$ cat src/rtl/io_tx_fifo_frame.sv
// io_tx_fifo_frame: fetch requester with framed FWFT response buffer.
// Ports: clk_i/rstn_i (async low), clr_i sync clear; req_o/gnt_i fetch
// handshake tagged by sof_i/eof_i; valid_i/data_i/ready_o response in;
// valid_o/data_o/sof_o/eof_o/ready_i stream out; elements_o fill,
// frames_o stored eof words, err_o protocol error.
// Optional macro IO_TX_FIFO_FRAME_ERR_EN builds the sticky error flag.
module io_tx_fifo_frame #(
  parameter int DATA_WIDTH       = 32,
  parameter int BUFFER_DEPTH     = 4,
  parameter int MAX_INFLIGHT     = 2,
  parameter int LOG_BUFFER_DEPTH = $clog2(BUFFER_DEPTH)
) (
  input  logic                      clk_i,
  input  logic                      rstn_i,
  input  logic                      clr_i,
  output logic                      req_o,
  input  logic                      gnt_i,
  input  logic                      sof_i,
  input  logic                      eof_i,
  input  logic                      valid_i,
  input  logic [DATA_WIDTH-1:0]     data_i,
  output logic                      ready_o,
  output logic                      valid_o,
  output logic [DATA_WIDTH-1:0]     data_o,
  output logic                      sof_o,
  output logic                      eof_o,
  input  logic                      ready_i,
  output logic [LOG_BUFFER_DEPTH:0] elements_o,
  output logic [LOG_BUFFER_DEPTH:0] frames_o,
  output logic                      err_o
);

  localparam int CW = LOG_BUFFER_DEPTH + 1;
  localparam int EW = DATA_WIDTH + 2;
  localparam int MW = (MAX_INFLIGHT > 1) ? $clog2(MAX_INFLIGHT) : 1;
  localparam logic [MW-1:0] MQ_LAST = MW'(MAX_INFLIGHT - 1);
  localparam logic [CW-1:0] DEPTH_C = CW'(BUFFER_DEPTH);
  localparam logic [CW-1:0] MAX_C   = CW'(MAX_INFLIGHT);

  logic [EW-1:0]               mem [BUFFER_DEPTH];
  logic [LOG_BUFFER_DEPTH-1:0] wr_ptr, rd_ptr;
  logic [CW-1:0]               inflight, drain, free;
  logic [1:0]                  mq [MAX_INFLIGHT];
  logic [MW-1:0]               mq_wr, mq_rd;
  logic [EW-1:0]               head;
  logic [1:0]                  mark;

  logic full, pop, draining;
  logic gnt_acc, rsp_acc, expected, push;

  assign head     = mem[rd_ptr];
  assign mark     = mq[mq_rd];
  assign full     = (elements_o == DEPTH_C);
  assign draining = (drain != '0);
  assign valid_o  = (elements_o != '0);
  assign pop      = valid_o & ready_i;
  assign data_o   = head[DATA_WIDTH-1:0];
  assign sof_o    = valid_o & head[DATA_WIDTH];
  assign eof_o    = valid_o & head[EW-1];

  // Full FIFO can still take a word when the head leaves this cycle.
  assign ready_o  = draining | ~full | pop;
  assign free     = DEPTH_C - elements_o;

  // Slots are reserved at grant time, so a response never overflows.
  assign req_o    = rstn_i & ~clr_i & ~draining
                  & (free > inflight) & (inflight < MAX_C);

  assign gnt_acc  = req_o & gnt_i;
  assign rsp_acc  = valid_i & ready_o;
  assign expected = rsp_acc & ~draining & (inflight != '0);
  assign push     = expected & ~clr_i;

  always_ff @(posedge clk_i) begin
    if (push) mem[wr_ptr] <= {mark[1], mark[0], data_i};
  end

  always_ff @(posedge clk_i) begin
    if (gnt_acc) mq[mq_wr] <= {eof_i, sof_i};
  end

  always_ff @(posedge clk_i or negedge rstn_i) begin
    if (!rstn_i) begin
      wr_ptr     <= '0;
      rd_ptr     <= '0;
      elements_o <= '0;
      frames_o   <= '0;
      inflight   <= '0;
      drain      <= '0;
      mq_wr      <= '0;
      mq_rd      <= '0;
    end else if (clr_i) begin
      wr_ptr     <= '0;
      rd_ptr     <= '0;
      elements_o <= '0;
      frames_o   <= '0;
      inflight   <= '0;
      mq_wr      <= '0;
      mq_rd      <= '0;
      // Outstanding grants still owe responses; swallow them later.
      drain      <= drain + inflight
                  - CW'(rsp_acc & (draining | (inflight != '0)));
    end else begin
      if (push) wr_ptr <= wr_ptr + 1'b1;
      if (pop)  rd_ptr <= rd_ptr + 1'b1;
      elements_o <= elements_o + CW'(push) - CW'(pop);
      frames_o   <= frames_o + CW'(push & mark[1])
                  - CW'(pop & head[EW-1]);
      inflight   <= inflight + CW'(gnt_acc) - CW'(expected);
      if (draining & rsp_acc) drain <= drain - 1'b1;
      if (gnt_acc) mq_wr <= (mq_wr == MQ_LAST) ? '0 : mq_wr + 1'b1;
      if (expected) mq_rd <= (mq_rd == MQ_LAST) ? '0 : mq_rd + 1'b1;
    end
  end

`ifdef IO_TX_FIFO_FRAME_ERR_EN
  logic unexp;
  assign unexp = rsp_acc & ~draining & (inflight == '0);

  always_ff @(posedge clk_i or negedge rstn_i) begin
    if (!rstn_i)                     err_o <= 1'b0;
    else if (clr_i)                  err_o <= 1'b0;
    else if (unexp | (gnt_i & ~req_o)) err_o <= 1'b1;
  end
`else
  assign err_o = 1'b0;
`endif

endmodule

$ cat config.mk
export PLATFORM = sky130hd
export DESIGN_NAME = io_tx_fifo_frame
export DESIGN_NICKNAME = d
export VERILOG_FILES = /design/src/rtl/io_tx_fifo_frame.sv
export SDC_FILE = /design/constraint.sdc
export NUM_CORES = 1
export LEC_CHECK = 0
export ABC_AREA = 1
export CAP_MARGIN = 20
export CELL_PAD_IN_SITES_DETAIL_PLACEMENT = 1
export CELL_PAD_IN_SITES_GLOBAL_PLACEMENT = 1
export CORE_ASPECT_RATIO = 0.6
export CORE_MARGIN = 3
export CORE_UTILIZATION = 45
export CTS_CLUSTER_DIAMETER = 150
export DETAILED_ROUTE_END_ITERATION = 10
export PLACE_DENSITY = 0.83
export SLEW_MARGIN = 15
export SYNTH_ARGS = -nofsm -noshare
export SYNTH_HDL_FRONTEND = slang
export SYNTH_SLANG_ARGS = --single-unit
$ cat constraint.sdc
create_clock -name clk_i -period 4.4 [get_ports clk_i]
set_input_delay 0.66 -clock clk_i [delete_from_list [all_inputs] [get_ports clk_i]]
set_output_delay 0.66 -clock clk_i [all_outputs]
set_load 0.01 [all_outputs]
-- Word-level counts from Yosys, hierarchy flattened
Memories as Yosys holds them, arrays and structs flattened.
Cells that the tools add are included.
W data, S select, Z words.
- register bits: 18
- bits in writable memories: 140
- input bits: 40
- output and inout port bits: 44
- logic and storage cells: 76
- memories: 2
- memories (memory ; depth ; bits a word ; read ports ; clocked after Yosys merged registers in ; wr ports ; line ; RTL):
    mem ; 4 ; 34 ; 1 ; 0 ; 1 ; 40 ; logic [EW-1:0] mem [BUFFER_DEPTH];
    mq ; 2 ; 2 ; 1 ; 0 ; 1 ; 43 ; logic [1:0] mq [MAX_INFLIGHT];
- add/sub/neg operators: 14
- order comparisons: 2
- eq/ne operators: 1
- mux-type cells: 19
- bitwise operators: 22
- reductions and logical operators: 8
- operators with widths (cell ; count):
    $and A1 B1 Y1 ; 16
    $mux W3 ; 5
    $sub A3 B1 Y3 ; 4
    $mux W1 ; 10
    $reduce_bool A2 Y1 ; 5
    $add A3 B1 Y3 ; 3
    $reduce_bool A3 Y1 ; 3
    $mux W2 ; 4
    $add A2 B1 Y2 const B ; 2
    $add A3 B3 Y3 ; 1
    $eq A3 B3 Y1 const B ; 1
    $gt A3 B3 Y1 ; 1
    $lt A3 B2 Y1 const B ; 1
    $not A1 Y1 ; 3
    $or A1 B1 Y1 ; 3
    $sub A3 B1 Y3 const B ; 1
    $sub A3 B3 Y3 const A ; 1
    $add A1 B1 Y1 const B ; 2

-- Longest topological paths before layout
Gate-level depths: netlist of the first run.
- word-level depth: 12
- gate-level depth with buffers: 20
- depth with buffers taken out: 20

-- Worst setup path after synthesis of the first run
Ideal clock, no wire load.
- path kind: reg-to-reg
- start: register elements_o[1]
- end: memory mem[0][0] (netlist name), enable pin
- setup time: 0.398 ns
- arrival: 2.386 ns
- required time: 4.002 ns
- path slack: 1.616 ns
- cell stages (with the launch flop): 11
- path buffers: 0
- period minus slack after synthesis: 2.784 ns
- cell sequence: dfrtp_1 inv_1 ha_1 ha_1 clkinv_1 nand2_2 nand2_2 nand4_2 inv_2 nand2_4 nor2_2
- elaborated cells on any way between the ends: 12
- classes of those cells: 1 x eq/ne; 2 x mux; 8 x bitwise; 1 x reduce/logical
- RTL lines (what ; line ; RTL):
    from (decl) ; 28 ; output logic [LOG_BUFFER_DEPTH:0] elements_o,
    from (signal assigned) ; 106 ; elements_o <= elements_o + CW'(push) - CW'(pop);
    $reduce_bool A3 Y1 ; 55 ; assign valid_o = (elements_o != '0);
    named net valid_o ; 23 ; output logic valid_o,
    $and A1 B1 Y1 ; 56 ; assign pop = valid_o & ready_i;
    $or A1 B1 Y1 ; 62 ; assign ready_o = draining | ~full | pop;
    named net ready_o ; 22 ; output logic ready_o,
    $and A1 B1 Y1 ; 70 ; assign rsp_acc = valid_i & ready_o;
    $and A1 B1 Y1 (2 in a row) ; 71 ; assign expected = rsp_acc & ~draining & (inflight != '0);
    $and A1 B1 Y1 ; 72 ; assign push = expected & ~clr_i;
    $mux W1 ; 75 ; if (push) mem[wr_ptr] <= {mark[1], mark[0], data_i};
    $mux W1 (implied by the code) ; 75 ;
    to (decl) ; 40 ;
The timed path passes the listed nets, and every way through them passes these cells.

-- Worst setup path after layout of the first run
- start: register rd_ptr[1]
- end: output port data_o[29]
- cells in the longest elaborated chain, start to end: 1
- ends and longest elaborated chain (what ; line ; RTL):
    from (decl) ; 41 ; logic [LOG_BUFFER_DEPTH-1:0] wr_ptr, rd_ptr;
    from (signal assigned) ; 105 ; if (pop) rd_ptr <= rd_ptr + 1'b1;
    $mem_v2 Z4 W34 ; n/a ;
    to (decl) ; 24 ; output logic [DATA_WIDTH-1:0] data_o,
Every way passes these cells.

==> summary.md, run 1 <==
| Metric | Value |
|---|---|
| Outcome | finished clean |
| Cell family with most CP delay | buffers and inverters |
| Nets | 660 |
| Chip height | 99.72 um |
| Setup Crit Path Kind | register to primary output |
| Mapped cell area | 0.006588 mm^2 |
| Endpoints failing hold | 0 |
| Vias in the first global route | 4,815 |
| Die X | 162.2 um |
| Maximum clock frequency | 283.1 MHz |
| CP peak stage delay | 0.64 ns |
| CP endpoint kind | primary output |
| LEAKAGE | 2.971 nW |
| Number of flops mapped to enable cells by yosys | 140 |
| CTS HTree Levels | 4 |
| Antenna cells | 0 |
| Ys async rst share | 11.39% |
| Final setup violation count | 0 |
| Vias | 4,389 |
| Final Core Density | 58.24% |
| DRC viols | 0 |
| Clk buf depth | 2 |
| Num Clock Sinks | 158 |
| 1st-iter DRT viols | 439 |
| Clock Skew | 0.01564 ns |
| Worst Path Max Fanout | 36 |
| Ys Warns | 0 |
| Grt total ovfl | 0 |
| Initial antenna violation count | 0 |
| Syn Nets | 576 |
| Post-Synthesis Cells | 510 |
| CTS root buf | clkbuf_16 |
| Commonest register cell after synthesis | edfxtp_1 |
| Share of layout cells above drive strength 1 | 10.21% |
| # hold bufs at CTS | 0 |
| Number of vias per cell | 5.493 |
| Routed wire length | 17,290 um |
| Crit start category | register |
| GRT Overall Usage | 22.62% |
| CTS tree | yes |
| Slew @ Worst Pin | 0.9193 ns |
| Power per Cell Area | 536.0 mW/mm^2 |
| Clk Latency, worst-skew pair | 0.43 ns |
| Post-CTS setup buffers | 0 |
| Critical path, cell by cell | buf_4, inv_2, o21ai_0, o22ai_1, clkdlybuf4s50_1 |
| Slowest-stage cell, CP | clkdlybuf4s50_1 |
| Setup TNS | 0 ns |
| Rows | 33 |
| # fillers | 1,389 |
| Post-CTS sizing | 0 |
| Sequential share of the synthesized area | 70.66% |
| Post-Place Cells | 767 |
| Fin crit share | 80.27% |
| Core area | 0.01400 mm^2 |
| Commonest non-fill, non-tap cell in the layout | edfxtp_1 |
| WP buf/inv | 3 |
| Max-slew violation count | 0 |
| Worst-path clk slew | 0.07 ns |
| Post-DRT Antenna Nets | 0 |
| Relative slew margins | 38.72% |
| Die Area | 0.01617 mm^2 |
| Layout area overhead | 23.74% |
| I/O pins | 84 |
| Fin crit period | 3.532 ns |
| Synth cell types | 35 |
| Final GP Congestion | 0.7789 |
| Syn avg cell area | 12.92 um^2 |
| First-pass GRT wire length | 27,220 um |
| Most frequent cells in the layout | edfxtp_1, nor2_1, clkdlybuf4s50_1 |
| Max cap viols | 0 |
| PortBufs | 82 |
| HPWL after detailed placement | 9946 um |
| Worst Path Required | 3.74 ns |
| Starting Density | 47.06% |
| Synth Register Bits | 158 |
| Total CTS buffers | 17 |
| Post-DR wirelength/cell | 21.64 um |
| Arrival time at the worst endpoint | 2.87 ns |
| Worst hold path type | register to register |
| Largest net degree at the start of global routing | 70 |
| TritonRoute pass-1 iters | 5 |
| Worst vdd ir | 0.0002987 V |
| RSZ-0062 raised after global routing | no |
| Fin cells | 799 |
==> tightest hold or removal path: stages (launching register included) <==
cell     delay, ns
dfrtp_1       0.37
nor2_1        0.05
nor2_1        0.09
==> cell families after synthesis <==
kind of cell	Yosys count	synth area share, %
mux	2	0.3419
buf+inv	69	4.501
simple gates	137	9.231
compound gates	113	9.288
fa+ha+maj	26	5.394
other cells	1	0.05693
xor+xnor	4	0.5319
flops	158	70.66
==> cells in the mapped netlist, types with 3 or more instances <==
cell	n	area, um^2
ha_1	22	275.3
nand4_1	4	25.02
o21ai_1	4	20.02
a21oi_1	6	30.03
dfrtp_1	18	450.4
nand2_2	3	18.77
fa_1	4	80.08
buf_4	3	22.52
nor2_1	85	319.1
o22ai_1	32	200.2
nand2_1	26	97.59
o21ai_0	69	345.3
nand3_1	5	25.02
inv_1	39	146.4
nor2_2	6	37.54
clkbuf_1	11	41.29
buf_2	8	40.04
inv_2	4	15.01
edfxtp_1	140	4204
==> power by group <==
| group | internal, mW | switching, mW | total (mW) |
|---|---|---|---|
| Combinational | 0.524 | 0.720 | 1.24 |
| Clock | 0.741 | 0.670 | 1.41 |
| Sequential | 1.68 | 0.0385 | 1.71 |
| Total | 2.94 | 1.43 | 4.37 |
==> registers in the layout, summed over array words and instances, names as in the netlist, 2 cells and up <==
name	count
drain	3
elements_o	3
frames_o	3
inflight	3
mem	136
mq	4
rd_ptr	2
wr_ptr	2
==> layer usage <==
layer | track usage (%) | vias up | wire [um]
li1 | - | 1983 | -
met1 | 29.88 | 2249 | 7689
met2 | 37.89 | 136 | 8497
met3 | 5.535 | 21 | 875
met4 | 6.160 | 0 | 225
met5 | 0 | - | 0
==> through the flow <==
| stage | power (mW) | hold slack [ns] | instance area (um^2) | worst slack (ns) |
|---|---|---|---|---|
| CTS | 4.400 | 0.5438 | 8152 | 0.8851 |
| global route | 4.610 | 0.5780 | 8152 | 0.7272 |
| detailed placement | 2.969 | 0.5147 | 7596 | 1.197 |
| global placement | 2.909 | 0.4921 | 7596 | 1.269 |
| finish | 4.369 | 0.5451 | 8152 | 0.8679 |
| floorplan | 2.432 | 0.3644 | 6588 | 1.616 |
==> layout make-up <==
| type | instances | area, um^2 | share of cell area [%] |
|---|---|---|---|
| clock inverter | 15 | 130.1 | 1.596 |
| multi-input combinational | 283 | 1657 | 20.32 |
| inverter | 45 | 170.2 | 2.087 |
| sequential | 158 | 4656 | 57.11 |
| timing repair buffer | 89 | 873.3 | 10.71 |
| clock buffer | 17 | 425.4 | 5.219 |
| tap | 192 | 240.2 | 2.947 |
==> path summary, 6_finish.rpt <==
kind,start,end,slack [ns],cells past startpoint
min in group asynchronous,rstn_i,wr_ptr[0]$_DFFE_PN0P_,0.60,2
setup reg to reg,elements_o[1]$_DFF_PN0_,inflight[2]$_DFF_PN0_,1.33,16
max in group asynchronous,rstn_i,rd_ptr[0]$_DFFE_PN0P_,3.57,2
hold reg to reg,drain[2]$_DFFE_PN0P_,drain[2]$_DFFE_PN0P_,0.55,2
setup / recovery,rd_ptr[1]$_DFFE_PN0P_,data_o[29],0.87,5
hold / removal,drain[2]$_DFFE_PN0P_,drain[2]$_DFFE_PN0P_,0.55,2
No activity file was read; power rests on OpenSTA's default activity.
==> inputs of run 2 (changes only) <==
- CORE_UTILIZATION: 45 -> 41
- PLACE_DENSITY: 0.83 -> 0.79
- clock period: 4.4 -> 3.2 ns (I/O delays scaled with it)
==> summary.md, run 2 (synthesized netlist as in run 1, its figures left out) <==
| Metric | Value |
|---|---|
| CTS root buf | clkbuf_16 |
| Endpoints failing hold | 0 (unchanged) |
| Number of vias per cell | 5.196 (-5.4%) |
| Worst vdd ir | 0.0003609 V (+21%) |
| Num Clock Sinks | 158 (unchanged) |
| Largest net degree at the start of global routing | 38 (-46%) |
| Max reg flops | 136 (unchanged) |
| # hold bufs at CTS | 0 (unchanged) |
| Clk Latency, worst-skew pair | 0.43 ns (about the same) |
| Initial antenna violation count | 0 (unchanged) |
| Slew @ Worst Pin | 0.5381 ns (-0.3811 ns) |
| Max cap viols | 0 (unchanged) |
| Post-layout power | 6.133 mW (+40%) |
| Routed wire length | 16,480 um (-4.7%) |
| TritonRoute pass-1 iters | 4 (-1) |
| Multi-input logic area | 0.001657 mm^2 (unchanged) |
| Share of layout cells above drive strength 1 | 11.35% (+1.1 points) |
| Clock network power share | 32.8% (+0.5 points) |
| Worst-path clk slew | 0.07 ns (about the same) |
| RSZ-0062 raised after global routing | no |
| Rows | 35 (+6.1%) |
| Chip height | 104.2 um (+4.5%) |
| CTS HTree Levels | 4 (unchanged) |
| Power per Cell Area | 738.1 mW/mm^2 (+38%) |
| LEAKAGE | 3.053 nW (+2.8%) |
| Starting Density | 42.37% (-4.7 points) |
| Die X | 169.6 um (+4.6%) |
| Register Area | 0.004656 mm^2 (unchanged) |
| Worst Path Max Fanout | 3 (-92%) |
| Clock Skew | 0.01619 ns (+0.0005492 ns) |
| Switching share of power | 30.81% (-1.9 points) |
| # fillers | 1,551 (+12%) |
| Combinational share of power | 29.0% (+0.5 points) |
| Relative slew margins | 64.07% (+25 points) |
| PortBufs | 82 (unchanged) |
| Core area | 0.01555 mm^2 (+11%) |
| Grt total ovfl | 0 (unchanged) |
| Final setup violation count | 0 (unchanged) |
| Largest regs | mem (136), mq (4) |
| Cell internal pwr | 4.243 mW (+44%) |
| First-pass GRT wire length | 25,810 um (-5.2%) |
| Worst Path Required | 2.72 ns (-1.02 ns) |
| Outcome | finished clean |
| Fin crit period | 2.979 ns |
| Nets | 670 (+1.5%) |
| HPWL after detailed placement | 10,600 um (+6.6%) |
| Largest Register | mem |
| GRT Overall Usage | 19.46% (-3.2 points) |
| Total CTS buffers | 17 (unchanged) |
| I/O pins | 84 (unchanged) |
| Most frequent cells in the layout | edfxtp_1, nor2_1, clkdlybuf4s50_1 |
| Vias in the first global route | 4,806 (-0.19%) |
| Final GP Congestion | 0.8000 (+2.7%) |
| DRC viols | 0 (unchanged) |
| Die Area | 0.01767 mm^2 (+9.3%) |
| Vias | 4,261 (-2.9%) |
| Switching power total | 1.890 mW (+32%) |
| 1st-iter DRT viols | 311 (-29%) |
| Fin crit share | 93.10% |
| CTS tree | yes |
| Reg power frac | 38.3% (-0.9 points) |
| Clk buf depth | 2 (unchanged) |
| Setup TNS | 0 ns (unchanged) |
| Arrival time at the worst endpoint | 2.50 ns (-0.37 ns) |
| Cell repeated most along the worst path | ha_1 |
| Layout area overhead | 26.13% |
| Setup Crit Path Kind | register to primary output |
| CP endpoint kind | primary output |
| Crit start category | register |
| Antenna cells | 0 (unchanged) |
| Max-slew violation count | 0 (unchanged) |
| Post-DRT Antenna Nets | 0 (unchanged) |
| Commonest non-fill, non-tap cell in the layout | edfxtp_1 |
| Maximum clock frequency | 335.7 MHz |
| Worst hold path type | input port to async pin |
| Critical path, cell by cell | inv_1, ha_1, ha_1, inv_1, ha_1, nand2_1, nor2_1, nor2_4, and2_2, dlygate4sd2_1 |
| Post-DR wirelength/cell | 20.10 um (-7.1%) |
| Slowest-stage cell, CP | dfrtp_1 |
| CP peak stage delay | 0.35 ns (-0.29 ns) |
## run 2: changes by cell type in the layout (fill, tap and decap cells not counted), moves of 2 or more
cell and change:
clkinvlp_4 -2, bufinv_16 +2, buf_12 +3, buf_4 +7
clkinv_1 +2
## run 2: routing by layer
metal | up-vias | part of all wire (%) | global-route usage [%]
met5 | - | 0 | 0
met4 | 0 | 1.1 | 6.126
met3 | 17 | 6.0 | 5.051
met2 | 103 | 48 | 31.37
met1 | 2141 | 45 | 25.97
li1 | 2000 | - | -
## run 2: cell type report
class,count,share of cell area (%)
Clock buffer,17,5.120
Multi-Input combinational cell,283,19.94
Tap cell,203,3.057
Inverter,45,2.048
Sequential cell,158,56.03
Timing Repair Buffer,99,11.85
Clock inverter,15,1.958
## run 2: power by group through the flow
stage / registers (mW) / clock network (mW) / logic, mW
2_1_floorplan: 2.40 / 0 / 0.943
3_3_place_gp: 2.39 / 0 / 1.63
3_5_place_dp: 2.40 / 0 / 1.72
4_1_cts: 2.35 / 2.05 / 1.79
5_1_grt: 2.36 / 2.14 / 1.97
6_report: 2.35 / 2.01 / 1.78
## run 2: worst paths after layout
kind / startpoint / endpoint / cells after the start / slack, ns
max: elements_o[0]$_DFF_PN0_ / req_o / 10 / 0.22
min: rstn_i / inflight[0]$_DFF_PN0_ / 2 / 0.41
max reg2reg: elements_o[0]$_DFF_PN0_ / inflight[2]$_DFF_PN0_ / 16 / 0.25
min reg2reg: mq_wr$_DFFE_PN0P_ / mq_wr$_DFFE_PN0P_ / 2 / 0.52
max in group asynchronous: rstn_i / rd_ptr[0]$_DFFE_PN0P_ / 2 / 2.54
min in group clk_i: mq_wr$_DFFE_PN0P_ / mq_wr$_DFFE_PN0P_ / 2 / 0.52
## run 2: per-stage QoR
step                worst slack (ns)  hold WS, ns  instance area [um^2]  std cells  utilization, %
finish                        0.2209       0.4126                  8309        820           53.45
global route                0.003092       0.4216                  8309        820           53.45
CTS                           0.1944       0.4085                  8309        820           53.45
detailed placement            0.2591       0.5060                  7700        785           49.53
global placement              0.4042       0.4934                  7700        785           49.53
floorplan                     0.4155       0.1844                  6588        510               -
## run 2: worst max-delay path, delay by kind of cell, from the launching register on
kind                       cells  cell delay, ns
adders and majority gates      3            0.83
and+or+nand+nor                4            0.47
buffers and inverters          3            0.41
DFF                            1            0.35
## run 2: timing repair
| item | CTS | global route |
|---|---|---|
| gates resized for setup | 1 | 0 |
| setup buffers | 3 | 0 |
| endpoints found under the setup margin | 1 | 0 |
